===== config.mk =====
export PLATFORM = sky130hd
export DESIGN_NAME = capture_ctrl_flat
export DESIGN_NICKNAME = d
export VERILOG_FILES = /design/src/rtl/capture_if.sv /design/src/rtl/capture_ctrl.sv /design/src/flat_wrapper.sv
export SDC_FILE = /design/constraint.sdc
export NUM_CORES = 1
export LEC_CHECK = 0
export CELL_PAD_IN_SITES_DETAIL_PLACEMENT = 0
export CELL_PAD_IN_SITES_GLOBAL_PLACEMENT = 2
export CORE_UTILIZATION = 36
export CTS_CLUSTER_DIAMETER = 50
export DETAILED_ROUTE_END_ITERATION = 8
export GPL_ROUTABILITY_DRIVEN = 0
export PLACE_DENSITY = 0.82
export RECOVER_POWER = 25
export SLEW_MARGIN = 20
export SYNTH_ARGS = -nofsm -noshare
export SYNTH_HDL_FRONTEND = slang
export SYNTH_SLANG_ARGS = --single-unit

===== constraint.sdc =====
create_clock -name clk -period 5.85 [get_ports clk]
set_input_delay 1.17 -clock clk [delete_from_list [all_inputs] [get_ports clk]]
set_output_delay 1.17 -clock clk [all_outputs]
set_load 0.005 [all_outputs]

===== src/rtl/capture_if.sv =====
// Handshake and sample-RAM signals between the capture sequencer and its surroundings.
// The master side is the capture controller. The slave side is the trigger, command and RAM logic.
interface capture_if #(
  parameter int ADDR_W = 9
);
  logic              cap_start;
  logic              cap_abort;
  logic              smpl_en;
  logic [ADDR_W-1:0] trig_pos;
  logic              triggered;
  logic              trig_en;
  logic              armed;
  logic              set_capture_done;
  logic              we;
  logic [ADDR_W-1:0] waddr;
  logic [ADDR_W-1:0] trace_end;
  logic              capture_done;
  logic              busy;

  modport master (
    input  cap_start, cap_abort, smpl_en, trig_pos, triggered,
    output trig_en, armed, set_capture_done, we, waddr, trace_end, capture_done, busy
  );

  modport slave (
    output cap_start, cap_abort, smpl_en, trig_pos, triggered,
    input  trig_en, armed, set_capture_done, we, waddr, trace_end, capture_done, busy
  );
endinterface


===== src/rtl/capture_ctrl.sv =====
// Capture sequencer for the circular sample RAM: pre-trigger fill, trigger hand-off,
// post-trigger count and completion reporting.
module capture_ctrl #(
  parameter int ADDR_W = 9
) (
  input  logic     clk,
  input  logic     rst_n,
  capture_if.master bus
);

  typedef enum logic [1:0] {IDLE, PRE, POST, DONE} state_t;

  localparam logic [ADDR_W:0]   FILL_MAX = {1'b1, {ADDR_W{1'b0}}};
  localparam logic [ADDR_W:0]   FILL_ONE = {{ADDR_W{1'b0}}, 1'b1};
  localparam logic [ADDR_W-1:0] ADDR_ONE = {{(ADDR_W-1){1'b0}}, 1'b1};

  state_t            state_reg, state_next;
  logic [ADDR_W-1:0] waddr_reg, waddr_next;
  logic [ADDR_W-1:0] post_cnt_reg, post_cnt_next;
  logic [ADDR_W-1:0] trace_end_reg, trace_end_next;
  logic [ADDR_W:0]   fill_cnt_reg, fill_cnt_next;
  logic              armed_reg, armed_next;
  logic              done_reg, done_next;
  logic              scd_reg, scd_next;
  logic              busy_reg, busy_next;
  logic              trig_en_reg, trig_en_next;
  logic              capturing;
  logic              post_complete;
  logic              we_int;

  assign capturing     = (state_reg == PRE) || (state_reg == POST);
  assign post_complete = (state_reg == POST) && (post_cnt_reg == bus.trig_pos);
  // The strobe that lands on the completion cycle would be one past the trace, so it is dropped.
  assign we_int        = bus.smpl_en && capturing && !post_complete;

  always_comb begin
    state_next     = state_reg;
    waddr_next     = waddr_reg;
    post_cnt_next  = post_cnt_reg;
    trace_end_next = trace_end_reg;
    fill_cnt_next  = fill_cnt_reg;
    armed_next     = armed_reg;
    done_next      = done_reg;
    scd_next       = 1'b0;

    if (we_int) begin
      waddr_next = waddr_reg + ADDR_ONE;
    end

    case (state_reg)
      IDLE, DONE: begin
        if (bus.cap_start) begin
          state_next    = PRE;
          fill_cnt_next = '0;
          post_cnt_next = '0;
          done_next     = 1'b0;
        end
      end
      PRE: begin
        if (bus.cap_abort) begin
          state_next = IDLE;
          armed_next = 1'b0;
          scd_next   = 1'b1;
        end else begin
          if (we_int && (fill_cnt_reg != FILL_MAX)) begin
            fill_cnt_next = fill_cnt_reg + FILL_ONE;
          end
          if (bus.triggered) begin
            state_next = POST;
          end else begin
            // Sum tops out at 2*2**ADDR_W-1, so ADDR_W+1 bits cannot overflow.
            armed_next = (({1'b0, bus.trig_pos} + fill_cnt_next) >= FILL_MAX);
          end
        end
      end
      POST: begin
        if (bus.cap_abort) begin
          state_next = IDLE;
          armed_next = 1'b0;
          scd_next   = 1'b1;
        end else if (post_complete) begin
          state_next     = DONE;
          trace_end_next = waddr_reg - ADDR_ONE;
          armed_next     = 1'b0;
          done_next      = 1'b1;
          scd_next       = 1'b1;
        end else if (we_int) begin
          post_cnt_next = post_cnt_reg + ADDR_ONE;
        end
      end
      default: begin
        state_next = IDLE;
      end
    endcase

    busy_next    = (state_next == PRE) || (state_next == POST);
    trig_en_next = (state_next == PRE);
  end

  always_ff @(posedge clk or negedge rst_n) begin
    if (!rst_n) begin
      state_reg     <= IDLE;
      waddr_reg     <= '0;
      post_cnt_reg  <= '0;
      trace_end_reg <= '0;
      fill_cnt_reg  <= '0;
      armed_reg     <= 1'b0;
      done_reg      <= 1'b0;
      scd_reg       <= 1'b0;
      busy_reg      <= 1'b0;
      trig_en_reg   <= 1'b0;
    end else begin
      state_reg     <= state_next;
      waddr_reg     <= waddr_next;
      post_cnt_reg  <= post_cnt_next;
      trace_end_reg <= trace_end_next;
      fill_cnt_reg  <= fill_cnt_next;
      armed_reg     <= armed_next;
      done_reg      <= done_next;
      scd_reg       <= scd_next;
      busy_reg      <= busy_next;
      trig_en_reg   <= trig_en_next;
    end
  end

  assign bus.we               = we_int;
  assign bus.waddr            = waddr_reg;
  assign bus.trace_end        = trace_end_reg;
  assign bus.armed            = armed_reg;
  assign bus.capture_done     = done_reg;
  assign bus.set_capture_done = scd_reg;
  assign bus.busy             = busy_reg;
  assign bus.trig_en          = trig_en_reg;

endmodule


===== src/flat_wrapper.sv =====
// flat-port wrapper written by rule: the top's interface ports become plain ports
module capture_ctrl_flat 
#(
  parameter int ADDR_W = 9
)
  (clk, rst_n, bus_cap_start, bus_cap_abort, bus_smpl_en, bus_trig_pos, bus_triggered, bus_trig_en, bus_armed, bus_set_capture_done, bus_we, bus_waddr, bus_trace_end, bus_capture_done, bus_busy);
  capture_if #(.ADDR_W(ADDR_W)) bus_i ();
  input  logic clk;
  input  logic rst_n;
  input wire logic [$bits(bus_i.cap_start)-1:0] bus_cap_start;
  input wire logic [$bits(bus_i.cap_abort)-1:0] bus_cap_abort;
  input wire logic [$bits(bus_i.smpl_en)-1:0] bus_smpl_en;
  input wire logic [$bits(bus_i.trig_pos)-1:0] bus_trig_pos;
  input wire logic [$bits(bus_i.triggered)-1:0] bus_triggered;
  output wire logic [$bits(bus_i.trig_en)-1:0] bus_trig_en;
  output wire logic [$bits(bus_i.armed)-1:0] bus_armed;
  output wire logic [$bits(bus_i.set_capture_done)-1:0] bus_set_capture_done;
  output wire logic [$bits(bus_i.we)-1:0] bus_we;
  output wire logic [$bits(bus_i.waddr)-1:0] bus_waddr;
  output wire logic [$bits(bus_i.trace_end)-1:0] bus_trace_end;
  output wire logic [$bits(bus_i.capture_done)-1:0] bus_capture_done;
  output wire logic [$bits(bus_i.busy)-1:0] bus_busy;
  assign bus_i.cap_start = bus_cap_start;
  assign bus_i.cap_abort = bus_cap_abort;
  assign bus_i.smpl_en = bus_smpl_en;
  assign bus_i.trig_pos = bus_trig_pos;
  assign bus_i.triggered = bus_triggered;
  assign bus_trig_en = bus_i.trig_en;
  assign bus_armed = bus_i.armed;
  assign bus_set_capture_done = bus_i.set_capture_done;
  assign bus_we = bus_i.we;
  assign bus_waddr = bus_i.waddr;
  assign bus_trace_end = bus_i.trace_end;
  assign bus_capture_done = bus_i.capture_done;
  assign bus_busy = bus_i.busy;
  capture_ctrl #(.ADDR_W(ADDR_W)) u_core (.clk(clk), .rst_n(rst_n), .bus(bus_i));
endmodule

==> Yosys cells after proc, flatten, opt, wreduce, memory -nomap -nowiden <==
Cells that the tools add are included.
Widths: inputs -> output; s select.
{ "word_totals": {"reg_bits": 44, "inputBits": 15, "output_inout_bits": 24, "word_cells": 79} }
{ "op_classes": {"n_addsub": 5, "order_cmp": 1, "n_eq_ne": 15, "muxes": 30, "bitwise": 1, "n_reduce_logical": 17} }
{ "op_table": {"columns": ["op", "count"], "rows": [
  ["$mux 10", 5],
  ["$mux 9", 4],
  ["$pmux 10 s2", 1],
  ["$add 9x1->9 const B", 2],
  ["$pmux 9 s2", 1],
  ["$add 10x1->10 const B", 1],
  ["$add 9x10->10", 1],
  ["$ge 10x10->1 const B", 1],
  ["$mux 1", 10],
  ["$mux 2", 5],
  ["$ne 10x10->1 const B", 1],
  ["$eq 9x9->1", 1],
  ["$reduce_and 3->1", 3],
  ["$sub 9x1->9 const B", 1],
  ["$ne 2x2->1 const B", 4],
  ["$eq 2x2->1 const B", 3],
  ["$pmux 1 s2", 3],
  ["$pmux 2 s3", 1],
  ["$reduce_bool 2->1", 3],
  ["$reduce_and 5->1", 1],
  ["$eq 2x1->1 const B", 2],
  ["$logic_and 1x1->1", 4],
  ["$ne 2x1->1 const B", 2],
  ["$reduce_and 4->1", 1],
  ["other kinds (7)", 8]
]} }

==> Longest topological paths before layout <==
Gate-level depths: netlist of run 1.
{ "depth": {"depth_word": 13, "mapped_depth": 15, "ltp_nobuf": 14} }

==> Worst setup path before layout of run 1 <==
OpenSTA, ideal clock, no wires.
{ "synth_path": {"path_kind": "in2reg", "startpoint": "input port bus_trig_pos[7]", "endpoint": "register u_core.armed_reg (netlist: u_core.bus.armed)", "setup_time_ps": 87, "arrival_time_ps": 3431, "required_ps": 5763, "path_slack_ps": 2333, "cell_stages": 14, "n_path_buf": 1, "cell_sequence": "xor2_1 nor4_2 a41oi_1 buf_2 nand2_1 nor2_1 xor2_1 ha_1 o21ai_0 a211oi_1 nor3_1 o21a_1 nand2b_1 o211ai_1"} }
{ "synth_via": {"elab_chain_len": 13, "elab_cells_between_ends": 15, "classes_between": "add/sub (1); order compare (1); eq/ne (2); mux (6); reduce/logical (5)"} }
{ "synth_rtl": {"columns": ["item", "line_no", "rtl"], "rows": [
  ["start, declared", "flat_wrapper.sv:13", "input wire logic [$bits(bus_i.trig_pos)-1:0] bus_trig_pos;"],
  ["$eq 9x9->1", "capture_ctrl.sv:32", "assign post_complete = (state_reg == POST) && (post_cnt_reg == bus.trig_pos);"],
  ["$logic_and 1x1->1", "capture_ctrl.sv:32", null],
  ["$logic_not 1->1", "capture_ctrl.sv:34", "assign we_int = bus.smpl_en && capturing && !post_complete;"],
  ["$logic_and 1x1->1", "capture_ctrl.sv:34", null],
  ["$logic_and 1x1->1", "capture_ctrl.sv:65", "if (we_int && (fill_cnt_reg != FILL_MAX)) begin"],
  ["$mux 10", "capture_ctrl.sv:65", null],
  ["$mux 10", "capture_ctrl.sv:60", "if (bus.cap_abort) begin"],
  ["$mux 10", "capture_ctrl.sv:50", "case (state_reg)"],
  ["$add 9x10->10", "capture_ctrl.sv:72", "armed_next = (({1'b0, bus.trig_pos} + fill_cnt_next) >= FILL_MAX);"],
  ["$ge 10x10->1", "capture_ctrl.sv:72", null],
  ["$mux 1", "capture_ctrl.sv:68", "if (bus.triggered) begin"],
  ["$mux 1", "capture_ctrl.sv:60", null],
  ["$pmux 1 s2", "capture_ctrl.sv:50", null],
  ["end signal, assigned", "capture_ctrl.sv:118", "armed_reg <= armed_next;"],
  ["end, declared", "capture_ctrl.sv:22", "logic armed_reg, armed_next;"]
]} }
Several ways; a longest one is shown, not always the timed one. The select of a mux whose other input is x is not followed.
A chain may end at the register's enable or synchronous reset.

==> Worst setup path after layout of run 1 <==
{ "layout_path": {"startpoint": "input port bus_trig_pos[4]", "endpoint": "output port bus_we"} }
{ "layout_via": {"elab_chain_len": 4} }
{ "layout_rtl": {"columns": ["item", "line_no", "rtl"], "rows": [
  ["$eq 9x9->1", "capture_ctrl.sv:32", null],
  ["$logic_and 1x1->1", "capture_ctrl.sv:32", null],
  ["$logic_not 1->1", "capture_ctrl.sv:34", null],
  ["$logic_and 1x1->1", "capture_ctrl.sv:34", null],
  ["end, declared", "flat_wrapper.sv:18", "output wire logic [$bits(bus_i.we)-1:0] bus_we;"]
]} }
No other way between the ends.

==> metrics.log, run 1 <==
[metrics] first-pass GRT wire length: 10600 µm
[metrics] max-capacitance violation count: 1
[metrics] Setup Fix Bufs, Post-CTS: 0
[metrics] number of buffers inserted during clock tree synthesis: 5
[metrics] Reg-to-Reg Start: u_core.state_reg[1]
[metrics] failing checks: max-capacitance violations, max-slew violations
[metrics] top fanout value on the critical path: 21
[metrics] number of cells produced by synthesis: 299
[metrics] flip-flop count of the largest register after layout: 10
[metrics] final critical-path share of the clock period: between 70% and 80%
[metrics] Die ar.: roughly 0.008 mm²
[metrics] maximum buffer depth of the clock tree: 2
[metrics] Critical Path Sink: bus_we
[metrics] CTS sink count: 44
[metrics] critical register-to-register path endpoint: u_core.bus.armed
[metrics] largest net degree at the start of global routing: 45
[metrics] setup TNS after final layout: 0 ps
[metrics] clock skew: 10.4 ps
[metrics] worst setup path startpoint: bus_trig_pos[4]
[metrics] IO Pins: 39
[metrics] master cell of the clock root buffer: sky130_fd_sc_hd__clkbuf_8
[metrics] logic depth of the worst register-to-register path: 14
[metrics] Synthesized Nets: 333
[metrics] Die Height: 89.4 µm
[metrics] time the worst path needs with I/O delays and setup: 4330 ps
[metrics] number of standard-cell rows in the floorplan: 31
[metrics] Final HPWL DP: around 4600 µm
[metrics] flop2flop setup slack: 2370 ps
[metrics] worst setup path category: primary input to output pin
[metrics] routed vias: 2202
[metrics] count of input and output buffers: 38
[metrics] antenna cell count: 0
[metrics] all-layer global routing usage: 17.2%
[metrics] maximum clock frequency: 231 MHz
[metrics] most frequent standard cell in the layout excluding fill and tap cells: sky130_fd_sc_hd__dfrtp_1
[metrics] Total Routed Length: 6290 µm
[metrics] Rel. slew slack: -67.5%
[metrics] initial core utilization: between 30% and 40%
[metrics] number of H-tree branching levels: 2
[metrics] Slew Viols, Final: 45
[metrics] cell type with the highest aggregate area in the netlist: sky130_fd_sc_hd__dfrtp_1
[metrics] share of layout cells above drive strength 1: under 10%
[metrics] power density cells: 313 mW/mm²
[metrics] core area: 0.00733 mm²
[metrics] GRT Residual Overflow: 0
[metrics] number of failing setup endpoints in the final timing report: 0
[metrics] drt initial violations: 77
[metrics] post-CTS clock slew at the launch and capture registers of the worst setup and hold paths: 90 ps
[metrics] EDFF count, synth: 0
[metrics] commonest cells after routing, fill and taps aside: 44 x sky130_fd_sc_hd__dfrtp_1, 37 x sky130_fd_sc_hd__clkdlybuf4s50_1, 29 x sky130_fd_sc_hd__nor2_1, 24 x sky130_fd_sc_hd__nand2_1, 22 x sky130_fd_sc_hd__xnor2_1
[metrics] data arrival time of the critical path: 3160 ps
[metrics] vias in the first global route: between 2000 and 2500
[metrics] relative area change from synthesis to final layout: 20.5%
[metrics] Post-route DRC: 0
[metrics] portion of the post-synthesis area used by sequential elements: 40.0%
[metrics] Max IR drop VDD: 187 µV
[metrics] class of the most critical hold timing path: flip-flop to flip-flop
[metrics] clock latency on the worst-skew pair: 300 ps
[metrics] CP startpoint kind: primary input
[metrics] post-synth top area share: 40.0%
[metrics] main area contributors after synthesis: sky130_fd_sc_hd__dfrtp_1 40%, sky130_fd_sc_hd__ha_1 8.6%, sky130_fd_sc_hd__xnor2_1 7.0%
[metrics] total number of yosys warnings: 0
[metrics] kind of end point of the critical path: output pin
[metrics] initial antenna violation count: 0
[metrics] final hold violation count: 0
[metrics] primary flip-flop cell chosen by synthesis mapping: sky130_fd_sc_hd__dfrtp_1
[metrics] number of hold-repair buffers added at the cts stage: 0
[metrics] number of flip-flops and latches in the synthesized netlist: 44
[metrics] total power draw: 1.04 mW
[metrics] DR vias/cell: around 5.1
[metrics] worst hold margin: 517 ps
[metrics] outcome: finished, violations left
[metrics] post-synth cell types: 46
[metrics] Post-Synthesis Cell Area: 0.00275 mm²
[metrics] data required time at the worst endpoint: approximately 4700 ps
[metrics] async set or reset register ratio after synthesis: 100%
[metrics] number of nets still failing antenna checks after routing: 0
[metrics] unrepaired setup endpoints after global routing: no
[metrics] synthesized area per cell: between 9 and 10 µm²
[metrics] CTS tree: done
[metrics] static leakage power: approximately 1.5 nW
[metrics] number of cells upsized or downsized after cts: 0
[metrics] routed length per instance: between 10 and 15 µm
[metrics] actual slew at the worst max-slew pin: 2510 ps
[metrics] # nets final: 367
[metrics] iteration count of the initial detailed-routing pass: 4
[metrics] Die Span X: 89.4 µm
==> final cells by class <==
class	instances	area, µm²
well taps	99	124
fillers	710	4010
flip-flops and latches	44	1100
clock buffers	5	68.8
repair buffers	40	387
multi-input cells	227	1540
inverters	15	56.3
clock inverters	3	46.3
==> where the power goes <==
part | switching (mW) | internal, mW
clock | 0.118 | 0.129
combinational | 0.231 | 0.176
sequential | 0.0422 | 0.342
==> worst max-delay path, stage by stage <==
cell                              delay [ps]
sky130_fd_sc_hd__clkdlybuf4s50_1         490
sky130_fd_sc_hd__xor2_1                  180
sky130_fd_sc_hd__nor3_1                  420
sky130_fd_sc_hd__a41oi_2                 170
sky130_fd_sc_hd__buf_4                   240
sky130_fd_sc_hd__clkdlybuf4s50_1         480
==> cells in the mapped netlist, drive strengths merged, types with 2 or more instances <==
| master | n |
|---|---|
| a21oi | 17 |
| nand4 | 5 |
| or3 | 3 |
| a21o | 2 |
| nand2b | 4 |
| and2 | 2 |
| clkbuf | 7 |
| nor4 | 4 |
| and3 | 9 |
| xor2 | 14 |
| nand3 | 10 |
| mux2i | 2 |
| and4 | 2 |
| o21ai | 17 |
| nor2b | 2 |
| a211oi | 2 |
| nand2 | 24 |
| inv | 15 |
| a31oi | 10 |
| ha | 19 |
| o211ai | 2 |
| o41ai | 3 |
| nor3 | 6 |
| a41oi | 4 |
| dfrtp | 44 |
| o31ai | 2 |
| buf | 6 |
| xnor2 | 22 |
| nor2 | 29 |
==> worst min path at each step <==
stage	start	cells after the start	end	slack, ps
6_report	u_core.bus.armed	2	u_core.bus.armed	520
5_1_grt	u_core.bus.trace_end[0]	1	u_core.bus.trace_end[0]	550
4_1_cts	u_core.bus.armed	2	u_core.bus.armed	530
3_5_place_dp	u_core.bus.trace_end[0]	1	u_core.bus.trace_end[0]	500
3_3_place_gp	u_core.bus.trace_end[0]	1	u_core.bus.trace_end[0]	500
2_1_floorplan	u_core.fill_cnt_reg[9]	1	u_core.fill_cnt_reg[9]	470
==> routing by layer <==
layer | wire length [µm] | track usage, %
met2 | 2870 | 26.9
met3 | 237 | 3.14
met1 | 3080 | 24.2
met5 | 0 | 0
met4 | 106 | 5.19
==> kinds of logic after synthesis <==
| logic type | synth area share (%) |
|---|---|
| AOI/OAI and AO/OA | 15.0 |
| buffers and inverters | 4.50 |
| DFF | 40.0 |
| xor gates and xnor gates | 11.5 |
| muxes | 1.14 |
| adders and majority gates | 8.64 |
| and+or+nand+nor | 19.2 |
==> stage by stage <==
| step | setup WS (ps) | instance area, µm² | utilization (%) | cells |
|---|---|---|---|---|
| floorplan | 2330 | 2750 | - | 299 |
| global placement | 1350 | 3210 | 43.7 | 425 |
| detailed placement | 1360 | 3210 | 43.7 | 425 |
| CTS | 1530 | 3320 | 45.3 | 433 |
| global route | 1410 | 3320 | 45.3 | 433 |
| finish | 1520 | 3320 | 45.3 | 433 |
No activity file was read; power rests on OpenSTA's default activity.
==> inputs of run 2 (changes only) <==
--- a/config.mk
+++ b/config.mk
@@ -7,11 +7,11 @@
 export LEC_CHECK = 0
 export CELL_PAD_IN_SITES_DETAIL_PLACEMENT = 0
 export CELL_PAD_IN_SITES_GLOBAL_PLACEMENT = 2
-export CORE_UTILIZATION = 36
+export CORE_UTILIZATION = 34
 export CTS_CLUSTER_DIAMETER = 50
 export DETAILED_ROUTE_END_ITERATION = 8
 export GPL_ROUTABILITY_DRIVEN = 0
-export PLACE_DENSITY = 0.82
+export PLACE_DENSITY = 0.78
 export RECOVER_POWER = 25
 export SLEW_MARGIN = 20
 export SYNTH_ARGS = -nofsm -noshare
==> constraint.sdc (replaced) <==
create_clock -name clk -period 4.5 [get_ports clk]
set_input_delay 0.9 -clock clk [delete_from_list [all_inputs] [get_ports clk]]
set_output_delay 0.9 -clock clk [all_outputs]
set_load 0.005 [all_outputs]
==> run 2 against run 1 <==
The flow still finishes with violations (max-capacitance violations, max-slew violations). Sequential power grew 30%. Final area shrank 0.34%. Hold slack is essentially flat. Die area grew 5.7%. Largest cell class unchanged. Core utilization shrank 2.7 points. Critical endpoint unchanged. Total power grew 24%. Global-route usage shrank 0.73 points. Register-to-register slack lost 1100 ps. Clock power grew 8.1%. Critical path depth is the same.
==> metrics.log, run 2 (synthesis gave the netlist of run 1 again) <==
[metrics] Die ar.: 0.00846 mm² (+5.7%)
[metrics] GRT Residual Overflow: 0 (unchanged)
[metrics] Final HPWL DP: 4860 µm (+4.7%)
[metrics] outcome: finished, violations left
[metrics] Slew Viols, Final: 45 (unchanged)
[metrics] post-CTS clock slew at the launch and capture registers of the worst setup and hold paths: 90 ps (about the same)
[metrics] number of buffers inserted during clock tree synthesis: 5 (unchanged)
[metrics] routed length per instance: 14.8 µm (+1.6%)
[metrics] Worst Path Buf+Inv: 3 (unchanged)
[metrics] all-layer global routing usage: 16.5% (-0.73 points)
[metrics] cell family with most CP delay: buffers and inverters
[metrics] CP peak stage delay: 490 ps (about the same)
[metrics] final hold violation count: 0 (unchanged)
[metrics] routed vias: 2251 (+2.2%)
[metrics] CTS sink count: 44 (unchanged)
[metrics] unrepaired setup endpoints after global routing: no
[metrics] Post-route DRC: 0 (unchanged)
[metrics] Most common cell on crit path: sky130_fd_sc_hd__clkdlybuf4s50_1
[metrics] vias in the first global route: 2203 (+4.0%)
[metrics] share of layout cells above drive strength 1: 4.79% (unchanged)
[metrics] antenna cell count: 0 (unchanged)
[metrics] number of cells upsized or downsized after cts: 0 (unchanged)
[metrics] initial core utilization: 35.4% (-2.1 points)
[metrics] power density cells: 390 mW/mm² (+25%)
[metrics] failing checks: max-capacitance violations, max-slew violations
[metrics] number of standard cells in the layout, taps in and fillers out: 436 (+0.69%)
[metrics] Rel. slew slack: -64.1% (+3.4 points)
[metrics] IO Pins: 39 (unchanged)
[metrics] CTS tree: done
[metrics] final critical-path share of the clock period: 84.9%
[metrics] largest net degree at the start of global routing: 45 (unchanged)
[metrics] Max IR drop VDD: 293 µV (+56%)
[metrics] number of standard-cell rows in the floorplan: 32 (+3.2%)
[metrics] Die Height: 92.0 µm (+2.8%)
[metrics] Crit-path slowest cell: sky130_fd_sc_hd__clkdlybuf4s50_1
[metrics] CP startpoint kind: primary input
[metrics] relative area change from synthesis to final layout: 20.1%
[metrics] most frequent standard cell in the layout excluding fill and tap cells: sky130_fd_sc_hd__dfrtp_1
[metrics] Die Span X: 92.0 µm (+2.8%)
[metrics] master cell of the clock root buffer: sky130_fd_sc_hd__clkbuf_8
[metrics] iteration count of the initial detailed-routing pass: 4 (unchanged)
[metrics] worst setup path category: primary input to output pin
[metrics] kind of end point of the critical path: output pin
[metrics] post-placement cell count: 428 (+0.71%)
[metrics] number of hold-repair buffers added at the cts stage: 0 (unchanged)
[metrics] number of nets still failing antenna checks after routing: 0 (unchanged)
[metrics] commonest cells after routing, fill and taps aside: 44 x sky130_fd_sc_hd__dfrtp_1, 37 x sky130_fd_sc_hd__clkdlybuf4s50_1, 29 x sky130_fd_sc_hd__nor2_1, 24 x sky130_fd_sc_hd__nand2_1, 22 x sky130_fd_sc_hd__xnor2_1
[metrics] clock skew: 6.00 ps (-4.36 ps)
[metrics] class of the most critical hold timing path: flip-flop to flip-flop
[metrics] number of H-tree branching levels: 2 (unchanged)
[metrics] worst-path cell chain: clkdlybuf4s50_1 -> xor2_1 -> nor3_1 -> a41oi_2 -> buf_4 -> clkdlybuf4s50_1
[metrics] flip-flop count of the largest register after layout: 10 (unchanged)
[metrics] data arrival time of the critical path: 2920 ps (-240 ps)
[metrics] first-pass GRT wire length: 11100 µm (+4.5%)
[metrics] max-capacitance violation count: 1 (unchanged)
[metrics] DR vias/cell: 5.16 (+1.5%)
[metrics] actual slew at the worst max-slew pin: 2460 ps (-51.5 ps)
[metrics] time the worst path needs with I/O delays and setup: 3820 ps
[metrics] Total Routed Length: 6440 µm (+2.3%)
[metrics] core area: 0.00777 mm² (+6.0%)
[metrics] setup TNS after final layout: 0 ps (unchanged)
[metrics] count of input and output buffers: 38 (unchanged)
[metrics] initial antenna violation count: 0 (unchanged)
[metrics] Setup Fix Bufs, Post-CTS: 0 (unchanged)
[metrics] number of failing setup endpoints in the final timing report: 0 (unchanged)
[metrics] clock latency on the worst-skew pair: 300 ps (about the same)
[metrics] maximum buffer depth of the clock tree: 2 (unchanged)
[metrics] top fanout value on the critical path: 19 (-9.5%)
[metrics] drt initial violations: 89 (+16%)
[metrics] maximum clock frequency: between 200 and 300 MHz
[metrics] # nets final: 367 (unchanged)
[metrics] static leakage power: 1.44 nW (-0.67%)
[metrics] data required time at the worst endpoint: 3600 ps (-1080 ps)
## run 2: changes by cell type in the layout (fill, tap and decap cells not counted), sizes merged
cell / previous run / this run
bufinv: 1 / 0
clkbuf: 6 / 7
clkinvlp: 1 / 2
inv: 16 / 15
## run 2: final cells by class
cell class              count  area, µm²
fillers                   785       4460
multi-input cells         227       1540
flip-flops and latches     44       1100
repair buffers             40        389
well taps                 102        128
clock buffers               6       82.6
inverters                  15       56.3
clock inverters             2       15.0
## run 2: path summary, 6_finish.rpt
kind / start / end / slack [ps] / cells past startpoint
max: bus_trig_pos[4] / bus_we / 680 / 6
min: u_core.bus.trace_end[0] / u_core.bus.trace_end[0] / 520 / 1
max reg2reg: u_core.state_reg[0] / u_core.bus.armed / 1310 / 14
min reg2reg: u_core.bus.trace_end[0] / u_core.bus.trace_end[0] / 520 / 1
max in group asynchronous: rst_n / u_core.bus.trace_end[7] / 1760 / 1
min in group asynchronous: rst_n / u_core.post_cnt_reg[6] / 1350 / 1
## run 2: metal layers
metal / up-vias / GRT usage, % / part of all wire [%] / wire length, µm
li1: 1123 / - / - / -
met1: 1075 / 23.2 / 50 / 3230
met2: 47 / 26.1 / 46 / 2970
met3: 6 / 2.82 / 3.0 / 195
met4: 0 / 4.30 / 0.62 / 40
met5: - / 0 / 0 / 0
## run 2: worst reg2reg max path: stages (launching register included)
cell                       delay [ps]
sky130_fd_sc_hd__dfrtp_1          350
sky130_fd_sc_hd__inv_1             60
sky130_fd_sc_hd__ha_1             430
sky130_fd_sc_hd__nand2b_1         240
sky130_fd_sc_hd__a41oi_2          220
sky130_fd_sc_hd__and2_1           350
sky130_fd_sc_hd__nand2_1          130
sky130_fd_sc_hd__xnor2_1          170
sky130_fd_sc_hd__ha_1             300
sky130_fd_sc_hd__a21oi_1           60
sky130_fd_sc_hd__a211oi_1         230
sky130_fd_sc_hd__nor3_1            80
sky130_fd_sc_hd__o21a_1           200
sky130_fd_sc_hd__nand2b_1         140
sky130_fd_sc_hd__o211ai_1         170
## run 2: power breakdown
group | internal [mW] | total [mW] | switching, mW
Clock | 0.124 | 0.267 | 0.143
Sequential | 0.445 | 0.500 | 0.0548
Combinational | 0.228 | 0.524 | 0.297
## run 2: through the flow
step	area (µm²)	setup WS, ps	total power [mW]	hold WS [ps]	util, %
after floorplan	2750	1250	0.838	472	-
after global placement	3210	505	1.04	495	41.3
after detailed placement	3210	456	1.04	500	41.3
after CTS	3310	643	1.32	521	42.6
after global routing	3310	516	1.40	549	42.6
final	3310	680	1.29	516	42.6
